**src/rtl/ddram_arb_pkg.sv**
```systemverilog
// Shared types and constants for the ddram two-client arbiter.
package ddram_arb_pkg;

  localparam int unsigned ADDR_W   = 28;
  localparam int unsigned LINE_LSB = 3;
  localparam int unsigned LINE_W   = ADDR_W - LINE_LSB;

  typedef enum logic [2:0] {
    IDLE,
    WR,
    RD_LO,
    RD_HI,
    INV
  } state_t;

  // ddram's line buffer can span the recorded line and the one after it,
  // so a write to either must invalidate; the +1 wraps at the line width.
  function automatic logic line_hit(input logic [LINE_W-1:0] wr_line,
                                    input logic [LINE_W-1:0] lr_line);
    return (wr_line == lr_line) || (wr_line == lr_line + LINE_W'(1));
  endfunction

endpackage

```
**src/rtl/ddram_arbiter_rr_arb2.sv**
```systemverilog
// Two-input grant: round-robin on the last served client, or fixed A priority.
module rr_arb2 #(
  parameter bit FIXED_PRIO = 1'b0
) (
  input  logic clk,
  input  logic rst,
  input  logic req_a,
  input  logic req_b,
  input  logic take,
  output logic grant_valid,
  output logic grant_b
);

  logic last_b;

  // Pick a winner; on contention prefer A (fixed) or the client not served last.
  always_comb begin
    grant_valid = req_a | req_b;
    if (req_a && req_b) grant_b = FIXED_PRIO ? 1'b0 : ~last_b;
    else                grant_b = req_b;
  end

  // Remember who was served; resets to B so A wins the first contention.
  always_ff @(posedge clk or posedge rst) begin
    if (rst)                      last_b <= 1'b1;
    else if (take && grant_valid) last_b <= grant_b;
  end

endmodule

```
**src/rtl/ddram_arbiter.sv**
```systemverilog
// Two-client toggle-handshake arbiter and sequencer in front of ddram,
// with line-cache invalidation on writes to the last read line.
module ddram_arbiter
  import ddram_arb_pkg::*;
#(
  parameter int FIXED_PRIO = 0,
  parameter int INV_ENABLE = 1
) (
  input  logic              DDRAM_CLK,
  input  logic              reset,
  input  logic [27:0]       a_addr,
  input  logic [7:0]        a_din,
  input  logic              a_we,
  input  logic              a_req,
  output logic              a_ack,
  output logic [7:0]        a_dout,
  input  logic [27:0]       b_addr,
  input  logic [7:0]        b_din,
  input  logic              b_we,
  input  logic              b_req,
  output logic              b_ack,
  output logic [7:0]        b_dout,
  output logic [27:0]       ram_wraddr,
  output logic [7:0]        ram_din,
  output logic              ram_we_req,
  input  logic              ram_we_ack,
  output logic [27:0]       ram_rdaddr,
  output logic              ram_rd_req,
  input  logic              ram_rd_rdy,
  input  logic [7:0]        ram_dout,
  output logic              cache_inv
);

  state_t              state, state_nx;
  logic                grant_valid, grant_b, take;
  logic                cur_b;
  logic [ADDR_W-1:0]   cur_addr;
  logic [LINE_W-1:0]   lr_line;
  logic                lr_valid;
  logic [ADDR_W-1:0]   g_addr;
  logic [7:0]          g_din;
  logic                g_we;
  logic                wr_done, inv_hit;

  assign take       = (state == IDLE);
  assign wr_done    = (ram_we_ack == ram_we_req);
  assign inv_hit    = (INV_ENABLE != 0) && lr_valid &&
                      line_hit(cur_addr[ADDR_W-1:LINE_LSB], lr_line);
  assign ram_wraddr = cur_addr;
  assign ram_rdaddr = cur_addr;

  rr_arb2 #(
    .FIXED_PRIO (FIXED_PRIO != 0)
  ) u_arb (
    .clk         (DDRAM_CLK),
    .rst         (reset),
    .req_a       (a_req ^ a_ack),
    .req_b       (b_req ^ b_ack),
    .take        (take),
    .grant_valid (grant_valid),
    .grant_b     (grant_b)
  );

  // Steer the granted client's request fields.
  always_comb begin
    g_addr = grant_b ? b_addr : a_addr;
    g_din  = grant_b ? b_din  : a_din;
    g_we   = grant_b ? b_we   : a_we;
  end

  // State register.
  always_ff @(posedge DDRAM_CLK or posedge reset) begin
    if (reset) state <= IDLE;
    else       state <= state_nx;
  end

  // Next-state decode.
  always_comb begin
    state_nx = state;
    case (state)
      IDLE:    if (grant_valid) state_nx = g_we ? WR : RD_LO;
      WR:      if (wr_done)     state_nx = inv_hit ? INV : IDLE;
      RD_LO:   if (!ram_rd_rdy) state_nx = RD_HI;
      RD_HI:   if (ram_rd_rdy)  state_nx = IDLE;
      INV:                      state_nx = IDLE;
      default:                  state_nx = IDLE;
    endcase
  end

  // Invalidate pulse is a pure function of state.
  always_comb begin
    cache_inv = (state == INV);
  end

  // Request latch, ddram handshakes, client acks/data and last-read-line tracking.
  always_ff @(posedge DDRAM_CLK or posedge reset) begin
    if (reset) begin
      cur_b      <= 1'b0;
      cur_addr   <= '0;
      ram_din    <= '0;
      ram_we_req <= 1'b0;
      ram_rd_req <= 1'b0;
      a_ack      <= 1'b0;
      b_ack      <= 1'b0;
      a_dout     <= '0;
      b_dout     <= '0;
      lr_line    <= '0;
      lr_valid   <= 1'b0;
    end else begin
      case (state)
        IDLE: if (grant_valid) begin
          cur_b    <= grant_b;
          cur_addr <= g_addr;
          if (g_we) begin
            ram_din    <= g_din;
            ram_we_req <= ~ram_we_req;
          end else begin
            ram_rd_req <= 1'b1;
          end
        end
        WR: if (wr_done) begin
          if (cur_b) b_ack <= ~b_ack;
          else       a_ack <= ~a_ack;
        end
        INV: lr_valid <= 1'b0;
        // Holding the request until ready is seen low guarantees ddram a
        // fresh rising edge on the next read.
        RD_LO: if (!ram_rd_rdy) ram_rd_req <= 1'b0;
        RD_HI: if (ram_rd_rdy) begin
          if (cur_b) begin
            b_dout <= ram_dout;
            b_ack  <= ~b_ack;
          end else begin
            a_dout <= ram_dout;
            a_ack  <= ~a_ack;
          end
          lr_line  <= cur_addr[ADDR_W-1:LINE_LSB];
          lr_valid <= 1'b1;
        end
        default: ;
      endcase
    end
  end

endmodule

```
**config.mk**
```make
export PLATFORM = sky130hd
export DESIGN_NAME = ddram_arbiter
export DESIGN_NICKNAME = d
export VERILOG_FILES = /design/src/rtl/ddram_arb_pkg.sv /design/src/rtl/ddram_arbiter_rr_arb2.sv /design/src/rtl/ddram_arbiter.sv
export SDC_FILE = /design/constraint.sdc
export NUM_CORES = 1
export LEC_CHECK = 0
export BUFFER_PORTS_ARGS = -buffer_cell sky130_fd_sc_hd__buf_2
export CAP_MARGIN = 20
export CORE_ASPECT_RATIO = 0.6
export CORE_UTILIZATION = 46
export CTS_CLUSTER_DIAMETER = 120
export CTS_CLUSTER_SIZE = 24
export DETAILED_ROUTE_END_ITERATION = 12
export GPL_ROUTABILITY_DRIVEN = 0
export PLACE_DENSITY = 0.81
export SETUP_SLACK_MARGIN = 0.1
export SLEW_MARGIN = 20
export SYNTH_ARGS = -nofsm -noshare
export SYNTH_HDL_FRONTEND = slang
export SYNTH_HIERARCHICAL = 1
export SYNTH_SLANG_ARGS = --single-unit
```
**constraint.sdc**
```tcl
create_clock -name DDRAM_CLK -period 2.58 [get_ports DDRAM_CLK]
set_input_delay 0.129 -clock DDRAM_CLK [delete_from_list [all_inputs] [get_ports DDRAM_CLK]]
set_output_delay 0.129 -clock DDRAM_CLK [all_outputs]
set_load 0.005 [all_outputs]
```
== Word-level counts from Yosys, hierarchy flattened ==
Index checks and enable logic that the tools add are counted.

* Bitwise gates (word level): 8
* Mux-type cells: 25
* Reduce and logical (&&, ||, !) cells: 17
* Equal/unequal tests: 12
* Add/subtract/negate cells: 1

{| class="wikitable"
|+ Operator list
! operator !! count
|-
| 25-bit equality test || 2
|-
| 28-bit 2-to-1 mux || 1
|-
| 25-bit by 1-bit adder with 25-bit output, second input constant || 1
|-
| 3-bit 2-to-1 mux || 5
|-
| 1-bit 2-to-1 mux || 12
|-
| 3-bit case mux with 4 select lines || 1
|-
| 3-bit AND reduction || 4
|-
| 2-bit != test, second input constant || 5
|-
| 8-bit 2-to-1 mux || 1
|-
| 1-bit case mux with 2 select lines || 4
|-
| 4-bit AND reduction || 2
|-
| 3-bit by 2-bit equality test with 1-bit output, second input constant || 2
|-
| 2-bit AND reduction || 3
|-
| 2-bit nonzero test || 3
|-
| 1-bit NOT || 5
|-
| 3-bit by 1-bit equality test with 1-bit output, second input constant || 1
|-
| 3-bit equality test, second input constant || 1
|-
| 1-bit logical AND || 3
|-
| 3-bit logical NOT || 1
|-
| 2-bit 2-to-1 mux || 1
|-
| 1-bit XOR || 2
|-
| 1-bit equality test || 1
|-
| 1-bit logical OR || 1
|-
| 1-bit OR || 1
|}

* Register bits after elaboration: 87
* Input bits: 88
* Output and inout port bits: 85
* Logic and storage cells: 76

== Longest topological paths before layout ==
Gate-level depths: netlist (run 1).

* Word-level depth: 7
* Gate-level depth with buffers: 9
* Mapped depth without buffers: 8

== Hierarchy ==
Netlist (run 1), hierarchy kept.

{| class="wikitable"
|+ Modules (own cells, without submodules)
! module !! cells each !! instances !! area an instance (sq um) !! sequential area each (sq um)
|-
| ddram_arbiter || 523 || 1 || 4,865.9 || 2,152.1
|-
| rr_arb2 || 6 || 1 || 55.1 || 26.3
|}

== Least setup slack after synthesis (run 1) ==
OpenSTA, ideal clock, no wires.

* Path type: reg-to-reg
* From: reg lr_line[1]
* To: reg state[2]
* Path slack: 303 ps
* Library setup time: 104 ps
* Clock period less this slack: 2,277 ps
* Arrival time: 2,173 ps
* Required time: 2,476 ps
* Path buffers: 0
* Cell stages (with the launch flop): 9
* Path through: dfrtp_1 > ha_1 > nand3_4 > nor4_1 > nand3_1 > xor2_1 > o32ai_1 > o221ai_1 > o41ai_2

* Word-level cells in the longest chain between the ends: 7
* Elaborated cells between the ends (all ways): 8
* Classes of those cells: add/sub: 1; eq/ne: 2; mux: 3; reduce/logical: 2

{| class="wikitable"
|+ Ends and longest elaborated chain
! element !! RTL line !! RTL
|-
| start, declared || ddram_arbiter.sv:38 || <nowiki>logic [LINE_W-1:0] lr_line;</nowiki>
|-
| start signal, assigned || ddram_arbiter.sv:137 || <nowiki>lr_line <= cur_addr[ADDR_W-1:LINE_LSB];</nowiki>
|-
| 25-bit by 1-bit adder with 25-bit output || ddram_arb_pkg.sv:20 || <nowiki>return (wr_line == lr_line) || (wr_line == lr_line + LINE_W'(1));</nowiki>
|-
| 25-bit equality test || ddram_arb_pkg.sv:20 ||
|-
| 1-bit logical OR (*) || ddram_arb_pkg.sv:20 ||
|-
| 1-bit logical AND (*) || ddram_arbiter.sv:47 || <nowiki>assign inv_hit = (INV_ENABLE != 0) && lr_valid &&</nowiki>
|-
| 3-bit 2-to-1 mux (*) (2 in a row) || ddram_arbiter.sv:82 || <nowiki>WR: if (wr_done) state_nx = inv_hit ? INV : IDLE;</nowiki>
|-
| 3-bit case mux with 4 select lines (*) || ddram_arbiter.sv:80 || <nowiki>case (state)</nowiki>
|-
| end signal, assigned || ddram_arbiter.sv:74 || <nowiki>else state <= state_nx;</nowiki>
|-
| end, declared || ddram_arbiter.sv:34 || <nowiki>state_t state, state_nx;</nowiki>
|}

Mark *: on every way between the ends. The rest lies on a longest branch, timed or not. The select of a mux whose other input is x is not followed.
A chain may end at the register's enable or synchronous reset.

== Worst setup path after layout (run 1) ==
* From: reg lr_line[5]
* To: reg state[2]

The elaborated chain is that of the path after synthesis.

==> flow_metrics.tcl, run 1 <==
set metrics [dict create \
    critical_path_arrival_ns 2.71 \
    grt_use_met3_pct 7.204 \
    skew_ns 0.006672 \
    fin_ws_ns 0.1078 \
    required_ns 2.82 \
    utilization_pct 60.55 \
    yosys_warnings 6 \
    criticalPathCategory "reg -> reg" \
    nets 758 \
    antenna_found_initial 0 \
    setup_viol 0 \
    use_met1_pct 35.65 \
    cts_tree "built" \
    leakage_nw 2.862 \
    path_cells "nand3_2 > or4_4 > o21ai_0 > nor4b_2 > o221ai_1 > o41ai_2" \
    initial_core_util_pct 48.60 \
    area_growth_syn_to_layout_pct 24.59 \
    cts_root_buffer "clkbuf_16" \
    ys_ff_latch 87 \
    clk_latency_ns 0.35 \
    vias_per_cell 5.588 \
    drc_errors 0 \
    dieHeight_um 82.12 \
    min_path_type "in -> reg" \
    wl_per_cell_um 17.45 \
    synth_enable_flop_cells 0 \
    fin_crit_ns 2.472 \
    rsz0062_at_grt "no" \
    ant_nets 0 \
    status "finished, final reports clean" \
    cpPeakStageDelay_ns 0.64 \
    grt_use_total_pct 26.25 \
    drt_iter0_markers 424 \
    yosysTopAreaCell "dfrtp_1" \
    critPathLaunch "lr_line[5]" \
    core_area_um2 10120 \
    first_global_vias 4323 \
    async_reset_ff_share_pct 100.0 \
    drive_gt1_share_pct 36.05 \
    cp_top_family "simple AND/OR/NAND/NOR gates" \
    critPathBufInv 0 \
    syn-num-nets 618 \
    cp-start-kind "register" \
    firstDrtPassIters 7 \
    grt_most_used_layer "met2" \
    r2r-start "lr_line[5]" \
    die_w_um 135.5 \
    grt_pass1_wl_um 22040 \
    met2_usage_pct 40.67 \
    rows 28 \
    clkSinkCount 87 \
    synthFlopType "dfrtp_1" \
    yosysSeqAreaShare_pct 44.27 \
    syn_area_um2 4921 \
    finalSetupTns_ns 0 \
    p_per_area_nw_per_um2 1373 \
    tightest_slew_ns 0.7259 \
    die_area_um2 11130 \
    synthCells 529 \
    path_max_fanout 9 \
    overflow 0 \
    pin_count 173 \
    grt_max_degree 60 \
    max_freq_mhz 404.5 \
    num_antenna_cells 0 \
    syn_area_per_cell_um2 9.302 \
    cp_slowest_cell "or4_4" \
    yosys-top-cells-area "dfrtp_1, mux2i_1, nand2_1" \
    slew_headroom_pct 51.61 \
    fin_cells 809 \
    finalHoldViolCount 0 \
    cap_violations 0 \
    dpl_worst_slack_ns 0.02021 \
    path_clk_slew_ns 0.07 \
    cts_buffers 9 \
    placed_cells 790 \
    final_max_slew_viol_count 0 \
    peakVddDrop_uv 659.4 \
    vias 4521 \
    yosys.area.top_type_share_pct 43.73 \
    place_hpwl_um 10280 \
    clockBufferDepth 2 \
    period_share_pct 95.82 \
    min_from "ram_dout[3]" \
    h-tree-depth 3 \
    wl_um 14110 \
    endpoint_kind "register" \
    synth_cell_types 50 \
    io_buffer_count 172 \
]
## metrics by stage
step | instance area [um2] | total power [mW] | hold slack, ns
after floorplan | 4921 | 5.574 | 0.01870
after global placement | 5748 | 6.673 | 0.1438
after detailed placement | 5748 | 6.877 | 0.1505
after CTS | 6083 | 8.283 | 0.02513
after global routing | 6131 | 8.947 | 0.02019
final | 6131 | 8.415 | 0.02447
## per-layer routing
metal,vias up,routed length (um)
met5,-,0
met4,0,247
met3,35,1245
met2,267,6450
met1,2149,6171
li1,2070,-
## synth_stat cells, types with 10 or more instances
| cell type | count |
|---|---|
| a21oi_1 | 45 |
| buf_4 | 29 |
| clkbuf_1 | 20 |
| dfrtp_1 | 86 |
| mux2_2 | 18 |
| mux2i_1 | 38 |
| nand2_1 | 85 |
| nand3_1 | 10 |
| nor2_1 | 48 |
| nor3_1 | 14 |
| o21ai_0 | 11 |
| xnor2_1 | 25 |
| xor2_1 | 21 |
## where the power goes
part | internal [mW] | switching (mW) | total, mW
clock | 0.812 | 0.561 | 1.37
combinational | 1.86 | 2.14 | 4.00
sequential | 2.05 | 0.992 | 3.04
total | 4.72 | 3.69 | 8.42
## registers in the layout (all words and copies together), names as in the netlist
register and count:
lr_line 25, cur_b 1, b_ack 1, ram_rdaddr 28, a_ack 1, ram_we_req 1
state 3, ram_rd_req 1, u_arb/last_b 1, b_dout 8, ram_din 8, lr_valid 1
a_dout 8
## path summary, 6_finish.rpt
| check | endpoint | slack, ns | depth (start not counted) |
|---|---|---|---|
| min reg2reg | lr_line[24] | 0.50 | 2 |
| max reg2reg | state[2] | 0.11 | 6 |
| min | b_dout[3] | 0.02 | 2 |
| min in group asynchronous | u_arb/last_b | 0.34 | 3 |
| max in group asynchronous | ram_rdaddr[0] | 1.40 | 4 |
| max | state[2] | 0.11 | 6 |
## cell usage in the layout (no fill, tap or decap), drive strengths merged, types with 2 or more instances in the layout
master  netlist  layout
nor4          8       8
nand4        10      10
clkinv        1       2
buf          36     184
o31ai         2       2
nor3b         2       2
and3          3       3
xnor2        25      25
a211oi        3       3
or2           3       3
o21ai        12      12
nor2         48      48
mux2i        38      38
nand3        13      13
dfrtp        86      86
nand2b        2       2
a21oi        45      45
a31oi         3       3
nor3         14      14
a21boi        2       2
xor2         21      21
inv           9      11
mux2         18      18
clkbuf       20      11
a22oi         2       2
nand2        85      85
and4          3       3
o31a          2       2
## cell type report
cell class | count | area [um2]
Clock buffer | 11 | 252.7
Clock inverter | 5 | 62.56
Fill cell | 822 | 3994
Inverter | 10 | 40.04
Multi-Input combinational cell | 376 | 2436
Sequential cell | 87 | 2185
Tap cell | 135 | 168.9
Timing Repair Buffer | 185 | 985.9
## logic make-up (layout without fill, tap and decap cells)
logic type | after synthesis | in the layout | synth area share, %
mux | 56 | 56 | 11.85
buf+inv | 66 | 211 | 7.322
flops | 87 | 87 | 44.27
simple gates | 194 | 194 | 18.71
fa+ha+maj | 1 | 1 | 0.2542
xor+xnor | 46 | 46 | 8.187
compound gates | 79 | 79 | 9.408
## repair_timing
item                       in CTS  in global routing
pin swaps                       0                  2
setup endpoints to repair       1                  1
resized for setup               3                  8
gates cloned                    0                  0
setup buffers                   0                  2
hold endpoints to repair        1                  0
hold buffers                    1                  0
(Power assumes the default switching activity.)
==> run 2, diff against run 1 <==
==> constraint.sdc (replaced) <==
create_clock -name DDRAM_CLK -period 2.58 [get_ports DDRAM_CLK]
set_input_delay 0.258 -clock DDRAM_CLK [delete_from_list [all_inputs] [get_ports DDRAM_CLK]]
set_output_delay 0.258 -clock DDRAM_CLK [all_outputs]
set_load 0.005 [all_outputs]
==> flow_metrics.tcl, run 2 (same netlist as run 1, synthesis figures left out) <==
set metrics [dict create \
    core_area_um2 10120 \
    final_cell_mix "buf_2, nand2_1, dfrtp_1" \
    clkSinkCount 87 \
    cp_slowest_cell "or4_4" \
    cts_tree "built" \
    area_growth_syn_to_layout_pct 25.48 \
    max_freq_mhz 400.0 \
    nets 763 \
    drt_iter0_markers 482 \
    critical_path_arrival_ns 2.73 \
    finalSetupTns_ns 0 \
    drive_gt1_share_pct 36.82 \
    cts_root_buffer "clkbuf_16" \
    period_share_pct 96.90 \
    pin_count 173 \
    cts_buffers 9 \
    p_per_area_nw_per_um2 1348 \
    vias 4499 \
    path_clk_slew_ns 0.06 \
    clockBufferDepth 2 \
    peakVddDrop_uv 646.0 \
    drc_errors 0 \
    total_power_mw 8.321 \
    cap_violations 0 \
    path_max_fanout 6 \
    firstDrtPassIters 5 \
    num_antenna_cells 0 \
    vias_per_cell 5.527 \
    die_area_um2 11130 \
    first_global_vias 4177 \
    cp-start-kind "register" \
    finalHoldWorstSlack_ns 0.1547 \
    wl_um 14250 \
    required_ns 2.81 \
    antenna_found_initial 0 \
    wl_per_cell_um 17.51 \
    min_path_type "in -> reg" \
    grt_use_total_pct 25.52 \
    overflow 0 \
    finalHoldViolCount 0 \
    dieHeight_um 82.12 \
    die_w_um 135.5 \
    h-tree-depth 3 \
    io_buffer_count 172 \
    final_common_cell "buf_2" \
    cpPeakStageDelay_ns 0.54 \
    place_hpwl_um 10270 \
    ant_nets 0 \
    largest_register_ffs 28 \
    fill_cells 816 \
    fin_crit_ns 2.500 \
    slew_headroom_pct 58.88 \
    path_cells "ha_4 > nand3_4 > or4_4 > nor4_4 > xnor2_1 > nor4_2 > o2111ai_2 > o41ai_2" \
    endpoint_kind "register" \
    grt_pass1_wl_um 21380 \
    clk_latency_ns 0.34 \
    final_max_slew_viol_count 0 \
    tightest_slew_ns 0.6147 \
    grt_max_degree 60 \
    skew_ns 0.006740 \
    rows 28 \
    rsz0062_at_grt "yes" \
    criticalPathCategory "reg -> reg" \
    initial_core_util_pct 48.60 \
    leakage_nw 2.872 \
    setup_viol 0 \
    status "finished, final reports clean" \
]
==> run 2: report_power, final <==
group | leakage [nW] | internal, mW | switching, mW
registers | 1.00 | 2.05 | 1.00
logic | 1.74 | 1.89 | 2.17
clock network | 0.129 | 0.653 | 0.547
total | 2.87 | 4.60 | 3.72
==> run 2: path summary, 6_finish.rpt <==
| path | start | end | slack (ns) | cells after the start |
|---|---|---|---|---|
| min in group asynchronous | reset | u_arb/last_b | 0.48 | 3 |
| max in group asynchronous | reset | lr_line[8] | 1.39 | 4 |
| setup / recovery | lr_line[1] | state[2] | 0.08 | 8 |
| hold reg to reg | a_dout[0] | a_dout[0] | 0.50 | 1 |
| hold / removal | ram_rd_rdy | state[0] | 0.15 | 2 |
| setup reg to reg | lr_line[1] | state[2] | 0.08 | 8 |
==> run 2: worst max-delay path, delay by kind of cell, from the launching register on <==
family	cells	cell delay (ns)
AO/OA/AOI/OAI	2	0.50
adder cells (fa/ha/maj)	1	0.18
XOR/XNOR	1	0.13
AND/OR/NAND/NOR	4	1.16
flip-flops	1	0.42
==> run 2: per-stage QoR <==
stage,util (%),worst slack (ns),area [um2],instances
2_1_floorplan,-,0.1002,4921,529
3_3_place_gp,56.82,0.2303,5753,789
3_5_place_dp,56.82,0.02041,5753,789
4_1_cts,59.91,0.1025,6066,806
5_1_grt,60.99,0.004065,6175,814
6_report,60.99,0.08000,6175,814
==> run 2: what timing repair did <==
item | CTS | global route
hold endpoints to repair | 28 | 0
setup endpoints to repair | 1 | 1
hold buffers | 1 | 0
pin swaps | 0 | 9
setup buffers | 0 | 8
gates resized for setup | 6 | 13
==> run 2: layer usage <==
metal | global-route usage (%) | routed length, um | share of wire, %
met5 | 0 | 0 | 0
met4 | 8.315 | 220 | 1.5
met1 | 35.13 | 6397 | 45
met3 | 7.082 | 1202 | 8.4
met2 | 39.08 | 6430 | 45
==> run 2: final cells by class <==
| class | count | area [um2] | share of cell area (%) |
|---|---|---|---|
| clock buffer | 11 | 232.7 | 3.769 |
| timing repair buffer | 190 | 1036 | 16.78 |
| multi-input combinational | 376 | 2476 | 40.10 |
| inverter | 10 | 38.79 | 0.6282 |
| clock inverter | 5 | 35.03 | 0.5674 |
| tap | 135 | 168.9 | 2.736 |
| sequential | 87 | 2187 | 35.42 |
